File: src/rtl/pipe_stage_chain.sv
// Chain of DEPTH valid/ready register stages. Bubbles compress forward,
// flush clears every valid bit, and DEPTH=0 collapses to a wire.
module pipe_stage_chain #(
  parameter int               WIDTH     = 18,
  parameter int               DEPTH     = 2,
  parameter logic [WIDTH-1:0] RST_VALUE = '0
) (
  input  logic             clk,
  input  logic             rst_n,
  input  logic             flush,
  input  logic             in_valid,
  output logic             in_ready,
  input  logic [WIDTH-1:0] in_data,
  output logic             out_valid,
  input  logic             out_ready,
  output logic [WIDTH-1:0] out_data,
  output logic [4:0]       occupancy
);

  // Handshake: a beat moves when valid && ready on a rising clk edge; valid
  // never waits for ready, and ready is combinational back through the chain.

  if (DEPTH == 0) begin : g_bypass
    logic unused_bypass;
    assign unused_bypass = clk ^ rst_n;

    assign out_data  = in_data;
    assign out_valid = in_valid && !flush;
    assign in_ready  = out_ready && !flush;
    assign occupancy = 5'd0;
  end else begin : g_chain
    logic [DEPTH-1:0] v;
    logic [DEPTH-1:0] adv;
    logic [WIDTH-1:0] d [DEPTH];
    logic [4:0]       cnt;

    // Advance is resolved from the tail backward so a full chain can move
    // every stage in the same cycle the tail drains.
    always_comb begin
      adv            = '0;
      adv[DEPTH-1]   = v[DEPTH-1] && out_ready && !flush;
      for (int i = DEPTH - 2; i >= 0; i--) begin
        adv[i] = v[i] && (!v[i+1] || adv[i+1]);
      end
    end

    assign in_ready  = !flush && (!v[0] || adv[0]);
    assign out_valid = v[DEPTH-1] && !flush;
    assign out_data  = d[DEPTH-1];

    for (genvar g = 0; g < DEPTH; g++) begin : g_stage
      logic             ld;
      logic [WIDTH-1:0] src;

      if (g == 0) begin : g_head
        assign ld  = in_valid && in_ready;
        assign src = in_data;
      end else begin : g_body
        assign ld  = adv[g-1];
        assign src = d[g-1];
      end

      // Flush drops valid bits only; data registers keep their contents.
      always_ff @(posedge clk or negedge rst_n) begin
        if (!rst_n) begin
          v[g] <= 1'b0;
          d[g] <= RST_VALUE;
        end else if (flush) begin
          v[g] <= 1'b0;
        end else if (ld) begin
          v[g] <= 1'b1;
          d[g] <= src;
        end else if (adv[g]) begin
          v[g] <= 1'b0;
        end
      end
    end

    always_comb begin
      cnt = 5'd0;
      for (int i = 0; i < DEPTH; i++) begin
        cnt = cnt + {4'd0, v[i]};
      end
    end

    assign occupancy = cnt;
  end

endmodule

File: config.mk
export PLATFORM = sky130hd
export DESIGN_NAME = pipe_stage_chain
export DESIGN_NICKNAME = d
export VERILOG_FILES = /design/src/rtl/pipe_stage_chain.sv
export SDC_FILE = /design/constraint.sdc
export NUM_CORES = 1
export LEC_CHECK = 0
export BUFFER_PORTS_ARGS = -buffer_cell sky130_fd_sc_hd__buf_2
export CAP_MARGIN = 20
export CORE_ASPECT_RATIO = 0.75
export CORE_MARGIN = 2
export CORE_UTILIZATION = 45
export CTS_BUF_LIST = sky130_fd_sc_hd__clkbuf_8
export DETAILED_ROUTE_END_ITERATION = 10
export MAX_ROUTING_LAYER = met4
export PLACE_DENSITY = 0.72
export SYNTH_ARGS = -nofsm -noshare
export SYNTH_HDL_FRONTEND = slang
export SYNTH_SLANG_ARGS = --single-unit
File: constraint.sdc
create_clock -name clk -period 2.6 [get_ports clk]
set_input_delay 0.13 -clock clk [delete_from_list [all_inputs] [get_ports clk]]
set_output_delay 0.13 -clock clk [all_outputs]
set_load 0.02 [all_outputs]
==> reports/results.ini <==
[status]
outcome = completed

[die]
ioPinCount = 48
start_util_pct = 47.01
fp.dieArea_um2 = 3900
core_um2 = 3266
fp.dieH_um = 54.59
fp.dieW_um = 71.45
fp-row-count = 18

[global_routing]
antenna_found_initial = 0
grt_overflow = 0
grt_start_max_net_pins = 39
grt_pass1_wl_um = 4222
grt_pass1_vias = 925
grtUsageTotal_pct = 15.12

[drt]
first_pass_iters = 4
wl_um = 2595
avgRoutedWirePerCell_um = 14.42
drtIter0Drc = 61
vias_per_cell = 4.844
drc_errors = 0
detail-route-antenna-nets = 0
num_vias = 872

[timing]
holdWs_ps = 80.66
slew_viol_final = 0
rsz0062_at_grt = no
fin_tns_setup_ps = 0
setup_viol = 0
min_period_ps = 1939
setup_slack_ps = 660.8
fin_skew_ps = 2.270
slew_headroom_pct = 37.46
hold_viol_final = 0
fmax_ghz = 0.5157
tightest_slew_ps = 938.1
finalCritPeriodShare_pct = 74.59

[hold_path]
hold_depth = 2
min_delay_worst_endpoint = g_chain.v[1]$_DFFE_PN0P_
hold_path.startpoint = flush
hold_class = in -> reg

[worst_setup_path]
timing.rr.end = g_chain.g_stage[1].src[7]$_DFFE_PN0P_
required_ps = 2760
cp-end-kind = flip-flop
reg2regPathDepth = 3
cp-start-kind = flip-flop
worstSetupPathType = reg -> reg
cp.arrival_ps = 2100
reg2reg_from = g_chain.v[1]$_DFFE_PN0P_
r2r_slack_ps = 660
cp_max_fo = 18

[synthesis]
ys_seq_area_share_pct = 61.94
synth_top_area_share_pct = 61.94
synth_area_per_cell_um2 = 16.51
synth_cells = 93
yosysWarningCount = 0
netlist_area_um2 = 1535
synth_seq_cells = 38
synth_area_leaders = dfrtp_1 62%, mux2_2 19%, mux2_4 9.8%
synth.largest_area_cell = dfrtp_1
ys_types = 15

[final_layout]
antenna_cells = 0
final_cell_mix = 44 x buf_2, 38 x dfrtp_1, 26 x mux2_2
layout.nets = 165
drive_above_1_share_pct = 63.57
area_delta_synth_final_pct = 20.62
final_common_cell = buf_2

[power]
irDropWorstVdd_mv = 0.3721
p_comb_share_pct = 25.6
power.density_nw_per_um2 = 847.9
p_switching_uw = 455.6
power.leakage_uw = 0.0009265
p_int_uw = 1115
clockPowerShare_pct = 24.5
p_seq_share_pct = 49.9
switching_share_pct = 29.02

[placement]
place_congestion = 0.6747
dp_slack_ps = 644.4
io_buffers = 44
dp_hpwl_um = 1870

[clock_tree]
cts_buffer_depth = 2
htree_levels = 2
cts_root_buf = clkbuf_8
cts_buffers = 5
clock_latency_ps = 280
cts_tree = built
cts_resized = 0
hold_buffers = 1
cts.sinks = 38
cts_setup_buffers = 0
clkTransAtPathRegs_ps = 60

[flow_run]
drv_cap = 0

[through the flow]
stage | cells | cell area (um2) | util [%] | total power, uW
after floorplan | 95 | 1543 | - | 1057
after global routing | 180 | 1852 | 56.71 | 1659
after global placement | 173 | 1759 | 53.87 | 1184
after detailed placement | 173 | 1759 | 53.87 | 1201
final | 180 | 1852 | 56.71 | 1570
after CTS | 180 | 1852 | 56.71 | 1596
[power by group through the flow]
stage	Clock (uW)	Combinational [uW]	Sequential, uW
floorplan	0	165	892
CTS	403	409	784
finish	385	402	783
global route	425	433	800
global placement	0	396	788
detailed placement	0	407	794
[state kept, by name, summed over array words and instances, names as in the netlist]
name,count
g_chain.g_stage.src,18
out_data,18
g_chain.v,2
[layout make-up]
class | count | area [um2]
Tap cell | 40 | 50.05
Multi-Input combinational cell | 50 | 530.5
Timing Repair Buffer | 46 | 237.7
Fill cell | 268 | 1414
Sequential cell | 38 | 950.9
Clock buffer | 6 | 82.58
[cells in the mapped netlist]
cell and count:
or3b_1 1, buf_12 1, ha_1 1, buf_4 4, mux2_2 26, and2b_2 1, nor2_1 5, dfrtp_1 38
conb_1 1, nor3b_1 1, buf_6 1, nor2b_1 1, mux2_4 10, buf_2 1, and3b_1 1
[how the worst max path moves through the flow]
stage	from	to	slack [ps]	cells past startpoint
after floorplan	g_chain.v[1]$_DFFE_PN0P_	g_chain.g_stage[1].src[10]$_DFFE_PN0P_	980	5
after global placement	g_chain.v[1]$_DFFE_PN0P_	g_chain.g_stage[1].src[13]$_DFFE_PN0P_	710	3
after detailed placement	g_chain.v[1]$_DFFE_PN0P_	g_chain.g_stage[1].src[14]$_DFFE_PN0P_	640	3
after CTS	g_chain.v[1]$_DFFE_PN0P_	g_chain.g_stage[1].src[7]$_DFFE_PN0P_	640	3
after global routing	g_chain.v[1]$_DFFE_PN0P_	g_chain.g_stage[1].src[6]$_DFFE_PN0P_	580	3
final	g_chain.v[1]$_DFFE_PN0P_	g_chain.g_stage[1].src[7]$_DFFE_PN0P_	660	3
[layer usage]
metal | global-route usage (%) | up-vias | wire length (um)
met5 | - | - | 0
met4 | 7.547 | 0 | 42
met3 | 3.867 | 5 | 140
met2 | 22.84 | 26 | 1280
met1 | 19.31 | 438 | 1132
li1 | - | 403 | -
[critical path: stages (launching register included)]
cell	delay, ps
dfrtp_1	400
and3b_1	220
or3b_1	750
mux2_4	440
[logic make-up (layout without fill, tap and decap cells)]
family | Yosys count | count (layout) | synth area share [%]
adders and majority gates | 1 | 1 | 0.8149
other | 1 | 3 | 0.2443
DFF | 38 | 38 | 61.94
buffers and inverters | 7 | 52 | 4.319
muxes | 36 | 36 | 28.85
and+or+nand+nor | 10 | 10 | 3.831
Power figures use the tool's default switching activity.
